<file path="src/rtl/instruction_loader_if.sv">
`timescale 1ns/1ps
`default_nettype none
// +----------------------------------------------------------------------+
// | instruction_loader_if                                                |
// | Boot byte stream, load control and imem write-port bundle.           |
// | Revision: 1.0                                                        |
// +----------------------------------------------------------------------+
interface instruction_loader_if #(
  parameter int ADDR_WIDTH = 10
);
  logic                  start;
  logic [ADDR_WIDTH:0]   load_len;
  logic [7:0]            in_data;
  logic                  in_valid;
  logic                  in_ready;
  logic                  mem_we;
  logic [ADDR_WIDTH-1:0] mem_addr;
  logic [31:0]           mem_wdata;
  logic                  busy;
  logic                  done;
  logic                  cpu_stall;
`ifdef LOADER_CHECKSUM_EN
  logic                  error;

  modport master (
    output start, load_len, in_data, in_valid,
    input  in_ready, mem_we, mem_addr, mem_wdata, busy, done, cpu_stall, error
  );
  modport slave (
    input  start, load_len, in_data, in_valid,
    output in_ready, mem_we, mem_addr, mem_wdata, busy, done, cpu_stall, error
  );
`else
  modport master (
    output start, load_len, in_data, in_valid,
    input  in_ready, mem_we, mem_addr, mem_wdata, busy, done, cpu_stall
  );
  modport slave (
    input  start, load_len, in_data, in_valid,
    output in_ready, mem_we, mem_addr, mem_wdata, busy, done, cpu_stall
  );
`endif
endinterface
`default_nettype wire

</file>
<file path="src/rtl/instruction_loader.sv">
`timescale 1ns/1ps
`default_nettype none
// +----------------------------------------------------------------------+
// | instruction_loader                                                   |
// | Assembles LE 32-bit words from a byte stream and writes them to imem |
// | from word 0, stalling the core meanwhile. LOADER_CHECKSUM_EN adds a  |
// | trailing checksum word and the error flag.                           |
// | Revision: 1.0                                                        |
// +----------------------------------------------------------------------+
module instruction_loader #(
  parameter int ADDR_WIDTH = 10,
  parameter int DEPTH      = 1024
) (
  input  wire logic         clk,
  input  wire logic         rst,
  instruction_loader_if.slave bus
);
  localparam logic [ADDR_WIDTH:0] c_DEPTH_LEN = (ADDR_WIDTH+1)'(DEPTH);
  localparam logic [ADDR_WIDTH:0] c_ONE       = (ADDR_WIDTH+1)'(1);

  typedef enum logic [2:0] {
    S_IDLE  = 3'd0,
    S_RECV  = 3'd1,
    S_WRITE = 3'd2,
    S_DONE  = 3'd3,
    S_CHK   = 3'd4
  } state_t;

  state_t                r_state,      w_state_nxt;
  logic [ADDR_WIDTH:0]   r_len,        w_len_nxt;
  logic [ADDR_WIDTH:0]   r_word_cnt,   w_word_cnt_nxt;
  logic [1:0]            r_byte_cnt,   w_byte_cnt_nxt;
  logic [31:0]           r_word,       w_word_nxt;
  logic                  r_mem_we,     w_mem_we_nxt;
  logic [ADDR_WIDTH-1:0] r_mem_addr,   w_mem_addr_nxt;
  logic [31:0]           r_mem_wdata,  w_mem_wdata_nxt;
  logic                  r_busy,       w_busy_nxt;
  logic                  r_done,       w_done_nxt;
  logic                  r_stall,      w_stall_nxt;
`ifdef LOADER_CHECKSUM_EN
  logic [31:0]           r_sum,        w_sum_nxt;
  logic                  r_error,      w_error_nxt;
`endif

  logic                  w_in_ready;
  logic                  w_accept;
  logic [31:0]           w_asm_word;
  logic [ADDR_WIDTH:0]   w_start_len;
  logic [ADDR_WIDTH:0]   w_cnt_inc;

  assign w_in_ready  = (r_state == S_RECV) || (r_state == S_CHK);
  assign w_accept    = bus.in_valid && w_in_ready;
  assign w_start_len = (bus.load_len > c_DEPTH_LEN) ? c_DEPTH_LEN : bus.load_len;
  assign w_cnt_inc   = r_word_cnt + c_ONE;

  always_comb begin
    w_asm_word = r_word;
    w_asm_word[{r_byte_cnt, 3'b000} +: 8] = bus.in_data;
  end

  always_comb begin
    w_state_nxt     = r_state;
    w_len_nxt       = r_len;
    w_word_cnt_nxt  = r_word_cnt;
    w_byte_cnt_nxt  = r_byte_cnt;
    w_word_nxt      = r_word;
    w_mem_we_nxt    = 1'b0;
    w_mem_addr_nxt  = r_mem_addr;
    w_mem_wdata_nxt = r_mem_wdata;
    w_busy_nxt      = r_busy;
    w_done_nxt      = r_done;
    w_stall_nxt     = r_stall;
`ifdef LOADER_CHECKSUM_EN
    w_sum_nxt       = r_sum;
    w_error_nxt     = r_error;
`endif
    case (r_state)
      S_IDLE, S_DONE: begin
        if (bus.start) begin
          w_len_nxt      = w_start_len;
          w_word_cnt_nxt = '0;
          w_byte_cnt_nxt = '0;
          w_done_nxt     = 1'b0;
`ifdef LOADER_CHECKSUM_EN
          w_sum_nxt      = '0;
          w_error_nxt    = 1'b0;
`endif
          if (w_start_len == '0) begin
`ifdef LOADER_CHECKSUM_EN
            w_state_nxt = S_CHK;
            w_busy_nxt  = 1'b1;
            w_stall_nxt = 1'b1;
`else
            w_state_nxt = S_DONE;
            w_done_nxt  = 1'b1;
`endif
          end else begin
            w_state_nxt = S_RECV;
            w_busy_nxt  = 1'b1;
            w_stall_nxt = 1'b1;
          end
        end
      end
      S_RECV: begin
        if (w_accept) begin
          w_word_nxt     = w_asm_word;
          w_byte_cnt_nxt = r_byte_cnt + 2'd1;
          // Register the write one cycle early so it is presented during WRITE.
          if (r_byte_cnt == 2'd3) begin
            w_state_nxt     = S_WRITE;
            w_mem_we_nxt    = 1'b1;
            w_mem_addr_nxt  = r_word_cnt[ADDR_WIDTH-1:0];
            w_mem_wdata_nxt = w_asm_word;
          end
        end
      end
      S_WRITE: begin
        w_word_cnt_nxt = w_cnt_inc;
        w_byte_cnt_nxt = '0;
`ifdef LOADER_CHECKSUM_EN
        w_sum_nxt      = r_sum + r_mem_wdata;
`endif
        if (w_cnt_inc == r_len) begin
`ifdef LOADER_CHECKSUM_EN
          w_state_nxt = S_CHK;
`else
          w_state_nxt = S_DONE;
          w_busy_nxt  = 1'b0;
          w_stall_nxt = 1'b0;
          w_done_nxt  = 1'b1;
`endif
        end else begin
          w_state_nxt = S_RECV;
        end
      end
`ifdef LOADER_CHECKSUM_EN
      S_CHK: begin
        if (w_accept) begin
          w_word_nxt     = w_asm_word;
          w_byte_cnt_nxt = r_byte_cnt + 2'd1;
          if (r_byte_cnt == 2'd3) begin
            w_state_nxt = S_DONE;
            w_busy_nxt  = 1'b0;
            w_stall_nxt = 1'b0;
            w_done_nxt  = 1'b1;
            w_error_nxt = (w_asm_word != r_sum);
          end
        end
      end
`endif
      default: w_state_nxt = S_IDLE;
    endcase
  end

  always_ff @(posedge clk) begin
    if (rst) begin
      r_state     <= S_IDLE;
      r_len       <= '0;
      r_word_cnt  <= '0;
      r_byte_cnt  <= '0;
      r_word      <= '0;
      r_mem_we    <= 1'b0;
      r_mem_addr  <= '0;
      r_mem_wdata <= '0;
      r_busy      <= 1'b0;
      r_done      <= 1'b0;
      r_stall     <= 1'b0;
`ifdef LOADER_CHECKSUM_EN
      r_sum       <= '0;
      r_error     <= 1'b0;
`endif
    end else begin
      r_state     <= w_state_nxt;
      r_len       <= w_len_nxt;
      r_word_cnt  <= w_word_cnt_nxt;
      r_byte_cnt  <= w_byte_cnt_nxt;
      r_word      <= w_word_nxt;
      r_mem_we    <= w_mem_we_nxt;
      r_mem_addr  <= w_mem_addr_nxt;
      r_mem_wdata <= w_mem_wdata_nxt;
      r_busy      <= w_busy_nxt;
      r_done      <= w_done_nxt;
      r_stall     <= w_stall_nxt;
`ifdef LOADER_CHECKSUM_EN
      r_sum       <= w_sum_nxt;
      r_error     <= w_error_nxt;
`endif
    end
  end

  assign bus.in_ready  = w_in_ready;
  assign bus.mem_we    = r_mem_we;
  assign bus.mem_addr  = r_mem_addr;
  assign bus.mem_wdata = r_mem_wdata;
  assign bus.busy      = r_busy;
  assign bus.done      = r_done;
  assign bus.cpu_stall = r_stall;
`ifdef LOADER_CHECKSUM_EN
  assign bus.error     = r_error;
`endif
endmodule
`default_nettype wire

</file>
<file path="src/flat_wrapper.sv">
// flat-port wrapper written by rule: the top's interface ports become plain ports
module instruction_loader_flat 
#(
  parameter int ADDR_WIDTH = 10,
  parameter int DEPTH      = 1024
)
  (clk, rst, bus_start, bus_load_len, bus_in_data, bus_in_valid, bus_in_ready, bus_mem_we, bus_mem_addr, bus_mem_wdata, bus_busy, bus_done, bus_cpu_stall);
  instruction_loader_if #(.ADDR_WIDTH(ADDR_WIDTH)) bus_i ();
  input  wire logic clk;
  input  wire logic rst;
  input wire logic [$bits(bus_i.start)-1:0] bus_start;
  input wire logic [$bits(bus_i.load_len)-1:0] bus_load_len;
  input wire logic [$bits(bus_i.in_data)-1:0] bus_in_data;
  input wire logic [$bits(bus_i.in_valid)-1:0] bus_in_valid;
  output wire logic [$bits(bus_i.in_ready)-1:0] bus_in_ready;
  output wire logic [$bits(bus_i.mem_we)-1:0] bus_mem_we;
  output wire logic [$bits(bus_i.mem_addr)-1:0] bus_mem_addr;
  output wire logic [$bits(bus_i.mem_wdata)-1:0] bus_mem_wdata;
  output wire logic [$bits(bus_i.busy)-1:0] bus_busy;
  output wire logic [$bits(bus_i.done)-1:0] bus_done;
  output wire logic [$bits(bus_i.cpu_stall)-1:0] bus_cpu_stall;
  assign bus_i.start = bus_start;
  assign bus_i.load_len = bus_load_len;
  assign bus_i.in_data = bus_in_data;
  assign bus_i.in_valid = bus_in_valid;
  assign bus_in_ready = bus_i.in_ready;
  assign bus_mem_we = bus_i.mem_we;
  assign bus_mem_addr = bus_i.mem_addr;
  assign bus_mem_wdata = bus_i.mem_wdata;
  assign bus_busy = bus_i.busy;
  assign bus_done = bus_i.done;
  assign bus_cpu_stall = bus_i.cpu_stall;
  instruction_loader #(.ADDR_WIDTH(ADDR_WIDTH), .DEPTH(DEPTH)) u_core (.clk(clk), .rst(rst), .bus(bus_i));
endmodule
</file>
<file path="config.mk">
export PLATFORM = sky130hd
export DESIGN_NAME = instruction_loader_flat
export DESIGN_NICKNAME = d
export VERILOG_FILES = /design/src/rtl/instruction_loader_if.sv /design/src/rtl/instruction_loader.sv /design/src/flat_wrapper.sv
export SDC_FILE = /design/constraint.sdc
export NUM_CORES = 1
export LEC_CHECK = 0
export BUFFER_PORTS_ARGS = -buffer_cell sky130_fd_sc_hd__clkbuf_2
export CAP_MARGIN = 25
export CORE_ASPECT_RATIO = 0.7
export CORE_MARGIN = 2
export CORE_UTILIZATION = 57
export CTS_CLUSTER_DIAMETER = 60
export DETAILED_ROUTE_END_ITERATION = 6
export PLACE_DENSITY_LB_ADDON = 0.12
export SLEW_MARGIN = 20
export SYNTH_ARGS = -nofsm -noshare
export SYNTH_HDL_FRONTEND = slang
export SYNTH_SLANG_ARGS = --single-unit
export TNS_END_PERCENT = 10
</file>
<file path="constraint.sdc">
create_clock -name clk -period 2.45 [get_ports clk]
set_input_delay 0.735 -clock clk [delete_from_list [all_inputs] [get_ports clk]]
set_output_delay 0.735 -clock clk [all_outputs]
set_load 0.05 [all_outputs]
</file>
# [Word level (Yosys, flattened, before mapping)]
# Index checks and enable logic that the tools add are counted.
[classes] addsub=3 n_lt_le_gt_ge=1 eq_ne=11 shift=2 n_mux=22 bitwise_logic=2 n_reduce_logical=16
[op_table] op="$bwmux W32" n=1
[op_table] op="$shift A8 B7 Y32 const A" n=1
[op_table] op="$shiftx A8 B7 Y32" n=1
[op_table] op="$mux W11" n=2
[op_table] op="$pmux W11 S2" n=1
[op_table] op="$reduce_and A3 Y1" n=4
[op_table] op="$add A11 B1 Y11 const B" n=1
[op_table] op="$eq A11 B11 Y1" n=1
[op_table] op="$gt A11 B11 Y1 const B" n=1
[op_table] op="$logic_not A11 Y1" n=1
[op_table] op="$mux W3" n=3
[op_table] op="$pmux W3 S3" n=1
[op_table] op="$mux W2" n=4
[op_table] op="$mux W1" n=7
[op_table] op="$neg A5 Y7" n=1
[op_table] op="$eq A3 B2 Y1 const B" n=2
[op_table] op="$ne A2 B2 Y1 const B" n=3
[op_table] op="$pmux W2 S3" n=1
[op_table] op="$reduce_and A2 Y1" n=3
[op_table] op="$ne A2 B1 Y1 const B" n=2
[op_table] op="$pmux W1 S2" n=2
[op_table] op="$reduce_and A4 Y1" n=1
[op_table] op="$eq A3 B1 Y1 const B" n=1
[op_table] op="$eq A3 B3 Y1 const B" n=1
[op_table] op="10 further kinds" n=11
[word_totals] ff_bits=104 inputBits=23 out_inout_bits=47 word_cells=67

# [Logic depth before layout (Yosys ltp)]
# Gate-level depths: netlist of run 1.
[depth] ltp_word=6 ltp_mapped=9 depth_no_buf=8

# [Worst setup path before layout of run 1]
# No wires, ideal clock.
[synth_timing] kind="reg2reg" from="register u_core.r_word_cnt[0]" to="register u_core.r_done, in the netlist u_core.bus.done" setup_ns=0.103 t_arrival_ns=2.021 required_time_ns=2.347 slack_ns=0.325 path_stages_with_launch=9 path_buffers=1 period_less_slack_ns=2.125 cell_sequence="dfxtp_1 > ha_1 > and3_1 > buf_6 > and4_1 > o211ai_2 > nor4_4 > nand3_2 > a2111oi_2"
[synth_via] elab_chain_cells=4
[synth_lines] item="start: declaration" line="instruction_loader.sv:31" source="logic [ADDR_WIDTH:0] r_word_cnt, w_word_cnt_nxt;"
[synth_lines] item="start signal: assignment" line="instruction_loader.sv:175" source="r_word_cnt <= w_word_cnt_nxt;"
[synth_lines] item="$add A11 B1 Y11" line="instruction_loader.sv:54" source="assign w_cnt_inc = r_word_cnt + c_ONE;"
[synth_lines] item="$eq A11 B11 Y1" line="instruction_loader.sv:123" source="if (w_cnt_inc == r_len) begin"
[synth_lines] item="$ne A2 B1 Y1 (no line)"
[synth_lines] item="$reduce_and A3 Y1 (no line)"
[synth_lines] item="end signal: assignment" line="instruction_loader.sv:182" source="r_done <= w_done_nxt;"
[synth_lines] item="end: declaration" line="instruction_loader.sv:38" source="logic r_done, w_done_nxt;"
# No other way between the ends.
# A chain may end at the register's enable or synchronous reset.

# [Final worst setup path of run 1]
[layout_timing] from="register u_core.r_word_cnt[1]" to="register u_core.r_done, in the netlist u_core.bus.done"
# Same word-level chain as after synthesis.

==> results of run 1 <==
[power groups by stage]
stage / logic (mW) / clock network, mW / registers [mW]
after global placement: 1.38 / 0 / 2.02
after global routing: 1.61 / 1.55 / 2.02
after detailed placement: 1.42 / 0 / 2.04
after floorplan: 1.05 / 0 / 2.05
after CTS: 1.44 / 1.48 / 2.00
final: 1.45 / 1.46 / 2.00
[metrics by stage]
| step | utilization (%) | total power [mW] | instances | hold WS [ns] | area, µm² |
|---|---|---|---|---|---|
| finish | 68.1 | 4.92 | 718 | 0.453 | 5410 |
| global placement | 64.2 | 3.40 | 702 | 0.443 | 5100 |
| detailed placement | 64.2 | 3.45 | 702 | 0.446 | 5100 |
| global route | 68.1 | 5.19 | 718 | 0.481 | 5410 |
| CTS | 68.1 | 4.92 | 718 | 0.456 | 5410 |
| floorplan | - | 3.11 | 560 | 0.450 | 4690 |
[layout make-up]
cell class | instances | area (µm²) | share of cell area [%]
Clock buffer | 12 | 256 | 4.74
Clock inverter | 4 | 51.3 | 0.948
Inverter | 8 | 30.0 | 0.555
Multi-Input combinational cell | 404 | 2410 | 44.6
Sequential cell | 103 | 2060 | 38.1
Tap cell | 101 | 126 | 2.34
Timing Repair Buffer | 86 | 473 | 8.74
[cells by family (layout without fill, tap and decap cells)]
family / Yosys count / in the layout / share of synthesized area (%)
AOI/OAI and AO/OA: 156 / 156 / 21.8
xor gates and xnor gates: 12 / 12 / 2.24
adders and majority gates: 10 / 10 / 2.67
buffers and inverters: 53 / 110 / 4.80
DFF: 103 / 103 / 44.0
muxes: 4 / 4 / 0.934
and+or+nand+nor: 222 / 222 / 23.6
[routing by layer]
layer / vias up / global-route usage, %
met3: 12 / 5.54
li1: 2070 / -
met4: 0 / 7.07
met2: 130 / 36.1
met1: 1931 / 40.1
met5: - / 0
[worst paths after layout]
check	slack, ns	endpoint	start	depth (start not counted)
worst max-delay path	0.17	u_core.bus.done$_SDFFE_PP0P_	u_core.r_word_cnt[1]$_SDFFE_PP0P_	7
worst min-delay path	0.45	u_core.bus.mem_addr[9]$_SDFFE_PP0P_	u_core.bus.mem_addr[9]$_SDFFE_PP0P_	2
worst max register to register	0.17	u_core.bus.done$_SDFFE_PP0P_	u_core.r_word_cnt[1]$_SDFFE_PP0P_	7
worst min register to register	0.45	u_core.bus.mem_addr[9]$_SDFFE_PP0P_	u_core.bus.mem_addr[9]$_SDFFE_PP0P_	2
[cells in the mapped netlist, drive strengths merged]
cell type | n | area (µm²)
a31oi | 1 | 6.26
mux2i | 1 | 10.0
and4b | 1 | 10.0
nor4bb | 1 | 10.0
nor2b | 37 | 231
o22ai | 1 | 6.26
nand3b | 1 | 7.51
a21o | 2 | 15.0
a22oi | 8 | 60.1
or3 | 2 | 12.5
nor4 | 4 | 40.0
nand4 | 3 | 18.8
nor3 | 8 | 45.0
or4 | 2 | 15.0
buf | 11 | 67.6
nand3 | 9 | 55.1
nor4b | 1 | 15.0
nor3b | 11 | 82.6
a32oi | 2 | 17.5
nand2b | 1 | 6.26
inv | 8 | 30.0
ha | 10 | 125
clkbuf | 34 | 128
and2 | 2 | 12.5
a2111oi | 1 | 15.0
and3 | 2 | 12.5
nand2 | 38 | 143
dfxtp | 103 | 2060
xor2 | 2 | 17.5
a21boi | 1 | 7.51
and4 | 4 | 35.0
o21ai | 9 | 45.0
o211ai | 1 | 12.5
mux2 | 3 | 33.8
a211oi | 66 | 508
a31o | 1 | 8.76
a311oi | 1 | 8.76
xnor2 | 10 | 87.6
a21oi | 62 | 310
nor2 | 95 | 357
[critical path: stages, from the launching register on]
cell       delay, ns
dfxtp_1         0.43
ha_2            0.28
and3_2          0.28
and4_1          0.22
o211ai_2        0.10
nor4_4          0.33
nand3_2         0.14
a2111oi_2       0.38
[flip-flops by register name, indices dropped and copies added, names as in the netlist]
signal / count
u_core.bus.busy: 1
u_core.bus.done: 1
u_core.bus.mem_addr: 10
u_core.bus.mem_wdata: 32
u_core.bus.mem_we: 1
u_core.r_byte_cnt: 2
u_core.r_len: 11
u_core.r_state: 2
u_core.r_word: 32
u_core.r_word_cnt: 11
==> flow_metrics.env, run 1 <==
export IMPL_layout_min_cycle_time_ns=2.28
export IMPL_max_clock_freq_ghz=0.439
export IMPL_num_rows=27
export IMPL_cts_root_buf="clkbuf_16"
export IMPL_fin_ws_ns=0.170
export IMPL_port_buffers=69
export IMPL_cts_buffer_depth=2
export IMPL_path_class="flop to flop"
export IMPL_p_int_mw=3.24
export IMPL_pre_cts_slack_ns=0.112
export IMPL_tightest_slew_ns=0.586
export IMPL_cts_buffers=9
export IMPL_setup_viol=0
export IMPL_layout_common_cells="103 x dfxtp_1, 95 x nor2_1, 68 x clkbuf_2, 65 x a211oi_1, 62 x a21oi_1"
export IMPL_hold_viol_final=0
export IMPL_cp_max_fo=8
export IMPL_ys_ff_latch=103
export IMPL_fin_worst_skew_ns=0.00575
export IMPL_ir_drop_v=0.000829
export IMPL_top_layer="met4"
export IMPL_leakagePower_nw=2.02
export IMPL_antenna_found_initial=0
export IMPL_hp_class="flop to flop"
export IMPL_die_area_um2=8980
export IMPL_postCtsSetupRepairBufs=0
export IMPL_seqPwrFrac_pct=40.7
export IMPL_clock_power_share_pct=29.8
export IMPL_area_growth_pct=15.3
export IMPL_grt_max_degree=41
export IMPL_dr_pass1_iters=5
export IMPL_yosysUniqueCellTypes=47
export IMPL_p_sw_mw=1.67
export IMPL_vias_per_cell=5.77
export IMPL_grt_pass1_wl_um=18500
export IMPL_synth_area_um2=4690
export IMPL_seq_area_frac_synth_pct=44.0
export IMPL_insertion_delay_ns=0.34
export IMPL_ioPinCount=70
export IMPL_drc=0
export IMPL_drv_cap=0
export IMPL_die_w_um=112
export IMPL_slew_headroom_pct=61.0
export IMPL_routed_wl_um=11100
export IMPL_vias=4143
export IMPL_post_dp_hpwl_um=7770
export IMPL_powerDensity_nw_per_um2=909
export IMPL_layout_drive_gt1_share_pct=19.0
export IMPL_min_period_over_period_pct=93.0
export IMPL_arrival_ns=2.51
export IMPL_cts_sinks=103
export IMPL_cts_resized=0
export IMPL_wl_met3_um=674
export IMPL_grt_pass1_vias=3643
export IMPL_core_um2=7940
export IMPL_clkTransAtPathRegs_ns=0.07
export IMPL_final_common_cell="dfxtp_1"
export IMPL_grt_usage_pct=25.9
export IMPL_holdBufCountCts=0
export IMPL_nNetsFinal=645
export IMPL_drt_met1_wl_um=5740
export IMPL_rsz0062_at_grt="false"
export IMPL_htreeDepth=3
export IMPL_dr_wl_met2_um=4570
export IMPL_ant_nets=0
export IMPL_crit_path_end_kind="flop"
export IMPL_start_kind="flop"
export IMPL_yosysWarnings=0
export IMPL_chipHeight_um=79.9
export IMPL_wl_per_cell_um=15.5
export IMPL_gp_congestion=0.877
export IMPL_initial_core_util_pct=59.1
export IMPL_setup_tns_ns=0
export IMPL_cts_tree="done"
export IMPL_grt_overflow=0
export IMPL_antenna_cells=0
export IMPL_slew_violations=0
export IMPL_power_share_switching_pct=34.1
export IMPL_drt_initial_drc_count=288
export IMPL_post_synth_cell_area_avg_um2=8.38
export IMPL_syn_num_nets=593
export IMPL_status="completed"
export IMPL_nFillCells=698
export IMPL_combPwrFrac_pct=29.5
export IMPL_critical_path_required_ns=2.68
export IMPL_syn_inst=560
No activity file was read; power rests on OpenSTA's default activity.
==> run 2, diff against run 1 <==
--- a/config.mk
+++ b/config.mk
@@ -9,7 +9,7 @@
 export CAP_MARGIN = 25
 export CORE_ASPECT_RATIO = 0.7
 export CORE_MARGIN = 2
-export CORE_UTILIZATION = 57
+export CORE_UTILIZATION = 60
 export CTS_CLUSTER_DIAMETER = 60
 export DETAILED_ROUTE_END_ITERATION = 6
 export PLACE_DENSITY_LB_ADDON = 0.12
==> constraint.sdc (replaced) <==
create_clock -name clk -period 2.92 [get_ports clk]
set_input_delay 0.876 -clock clk [delete_from_list [all_inputs] [get_ports clk]]
set_output_delay 0.876 -clock clk [all_outputs]
set_load 0.05 [all_outputs]
==> run 2 against run 1 <==
Against the previous run: via count decreased by 0.36%; clock power shrank 43%; critical endpoint unchanged; clock-buffer cell count unchanged; critical path type unchanged; highest routed layer unchanged; maximum frequency decreased by 6.4%; global-route usage grew 1.2 points.
==> flow_metrics.env, run 2 (same netlist as run 1, synthesis figures left out) <==
export IMPL_status="completed"
export IMPL_grt_max_degree=46
export IMPL_dr_pass1_iters=5
export IMPL_arrival_ns=2.70
export IMPL_cts_resized=0
export IMPL_whs_ns=0.458
export IMPL_hold_viol_final=0
export IMPL_hp_class="flop to flop"
export IMPL_port_buffers=69
export IMPL_grt_usage_pct=27.1
export IMPL_initial_core_util_pct=63.0
export IMPL_grt_overflow=0
export IMPL_post_dp_hpwl_um=7950
export IMPL_layout_min_cycle_time_ns=2.44
export IMPL_cts_buffer_depth=2
export IMPL_post_route_util_pct=70.6
export IMPL_layout_drive_gt1_share_pct=17.9
export IMPL_wl_per_cell_um=15.5
export IMPL_layout_common_cells="103 x dfxtp_1, 95 x nor2_1, 68 x clkbuf_2, 65 x a211oi_1, 62 x a21oi_1"
export IMPL_critical_path_required_ns=3.19
export IMPL_cts_tree="done"
export IMPL_cts_buffers=9
export IMPL_tightest_slew_ns=0.805
export IMPL_max_clock_freq_ghz=0.411
export IMPL_drc=0
export IMPL_power_mw=3.71
export IMPL_grt_pass1_vias=3780
export IMPL_crit_path_top_delay_cell="dfxtp_1"
export IMPL_min_period_over_period_pct=83.4
export IMPL_antenna_found_initial=0
export IMPL_setup_viol=0
export IMPL_cts_root_buf="clkbuf_8"
export IMPL_fin_worst_skew_ns=0.00758
export IMPL_rsz0062_at_grt="false"
export IMPL_chipHeight_um=78.0
export IMPL_clkTransAtPathRegs_ns=0.09
export IMPL_insertion_delay_ns=0.37
export IMPL_ioPinCount=70
export IMPL_ant_nets=0
export IMPL_powerDensity_nw_per_um2=705
export IMPL_drt_initial_drc_count=305
export IMPL_path_class="flop to flop"
export IMPL_die_w_um=110
export IMPL_num_rows=26
export IMPL_start_kind="flop"
export IMPL_antenna_cells=0
export IMPL_htreeDepth=3
export IMPL_core_um2=7450
export IMPL_crit_chain="ha_1 -> and3_1 -> and4_1 -> o211ai_2 -> nor4_4 -> nand3_2 -> a2111oi_2"
export IMPL_slew_headroom_pct=46.2
export IMPL_drv_cap=0
export IMPL_die_area_um2=8550
export IMPL_nNetsFinal=639
export IMPL_area_growth_pct=12.1
export IMPL_setup_tns_ns=0
export IMPL_postCtsSetupRepairBufs=0
export IMPL_vias_per_cell=5.83
export IMPL_grt_pass1_wl_um=18000
export IMPL_vias=4128
export IMPL_slew_violations=0
export IMPL_cts_sinks=103
export IMPL_crit_path_end_kind="flop"
export IMPL_routed_wl_um=11000
export IMPL_final_common_cell="dfxtp_1"
export IMPL_cp_max_fo=8
export IMPL_ir_drop_v=0.000681
export IMPL_holdBufCountCts=0
export IMPL_cpPeakStageDelay_ns=0.48
export IMPL_gp_congestion=0.849
export IMPL_leakagePower_nw=1.94
[run 2: changes by cell type in the layout (fill, tap and decap cells not counted), sizes merged]
cell	delta
buf	-6
bufinv	-1
clkinv	+1
inv	-1
[run 2: worst paths after layout]
kind,startpoint,end,slack (ns),cells past startpoint
max,u_core.r_word_cnt[0]$_SDFFE_PP0P_,u_core.bus.done$_SDFFE_PP0P_,0.48,7
min,u_core.bus.mem_addr[9]$_SDFFE_PP0P_,u_core.bus.mem_addr[9]$_SDFFE_PP0P_,0.46,2
max reg2reg,u_core.r_word_cnt[0]$_SDFFE_PP0P_,u_core.bus.done$_SDFFE_PP0P_,0.48,7
min reg2reg,u_core.bus.mem_addr[9]$_SDFFE_PP0P_,u_core.bus.mem_addr[9]$_SDFFE_PP0P_,0.46,2
[run 2: layout make-up]
cell class                 instances  area [µm²]
sequential                       103        2060
clock inverter                     3        17.5
clock buffer                      12         165
fill                             602        2190
multi-input combinational        404        2410
inverter                           8        30.0
tap                               98         123
timing repair buffer              80         453
[run 2: report_power, final]
part           internal (mW)  leakage (nW)  switching, mW
sequential              1.57         0.835          0.113
clock                  0.373        0.0942          0.464
combinational          0.413          1.01          0.769
total                   2.36          1.94           1.35
[run 2: critical path: cells and delay by family (launching register included)]
kind | cells | cell delay (ns)
flip-flops | 1 | 0.48
AO/OA/AOI/OAI | 2 | 0.47
adder cells (fa/ha/maj) | 1 | 0.32
AND/OR/NAND/NOR | 4 | 1.06
[run 2: stage by stage]
step / std cells / instance area [µm²] / setup WS (ns)
floorplan: 560 / 4690 / 0.795
finish: 708 / 5260 / 0.484
detailed placement: 693 / 5070 / 0.480
CTS: 708 / 5260 / 0.474
global route: 708 / 5260 / 0.275
global placement: 693 / 5070 / 0.647
[run 2: routing by layer]
layer  up-vias  wire (µm)  GRT usage [%]
li1       2058          -              -
met1      1914       5350           39.8
met2       137       4650           39.0
met3        19        771           6.64
met4         0        184           8.61
met5         -          0              0
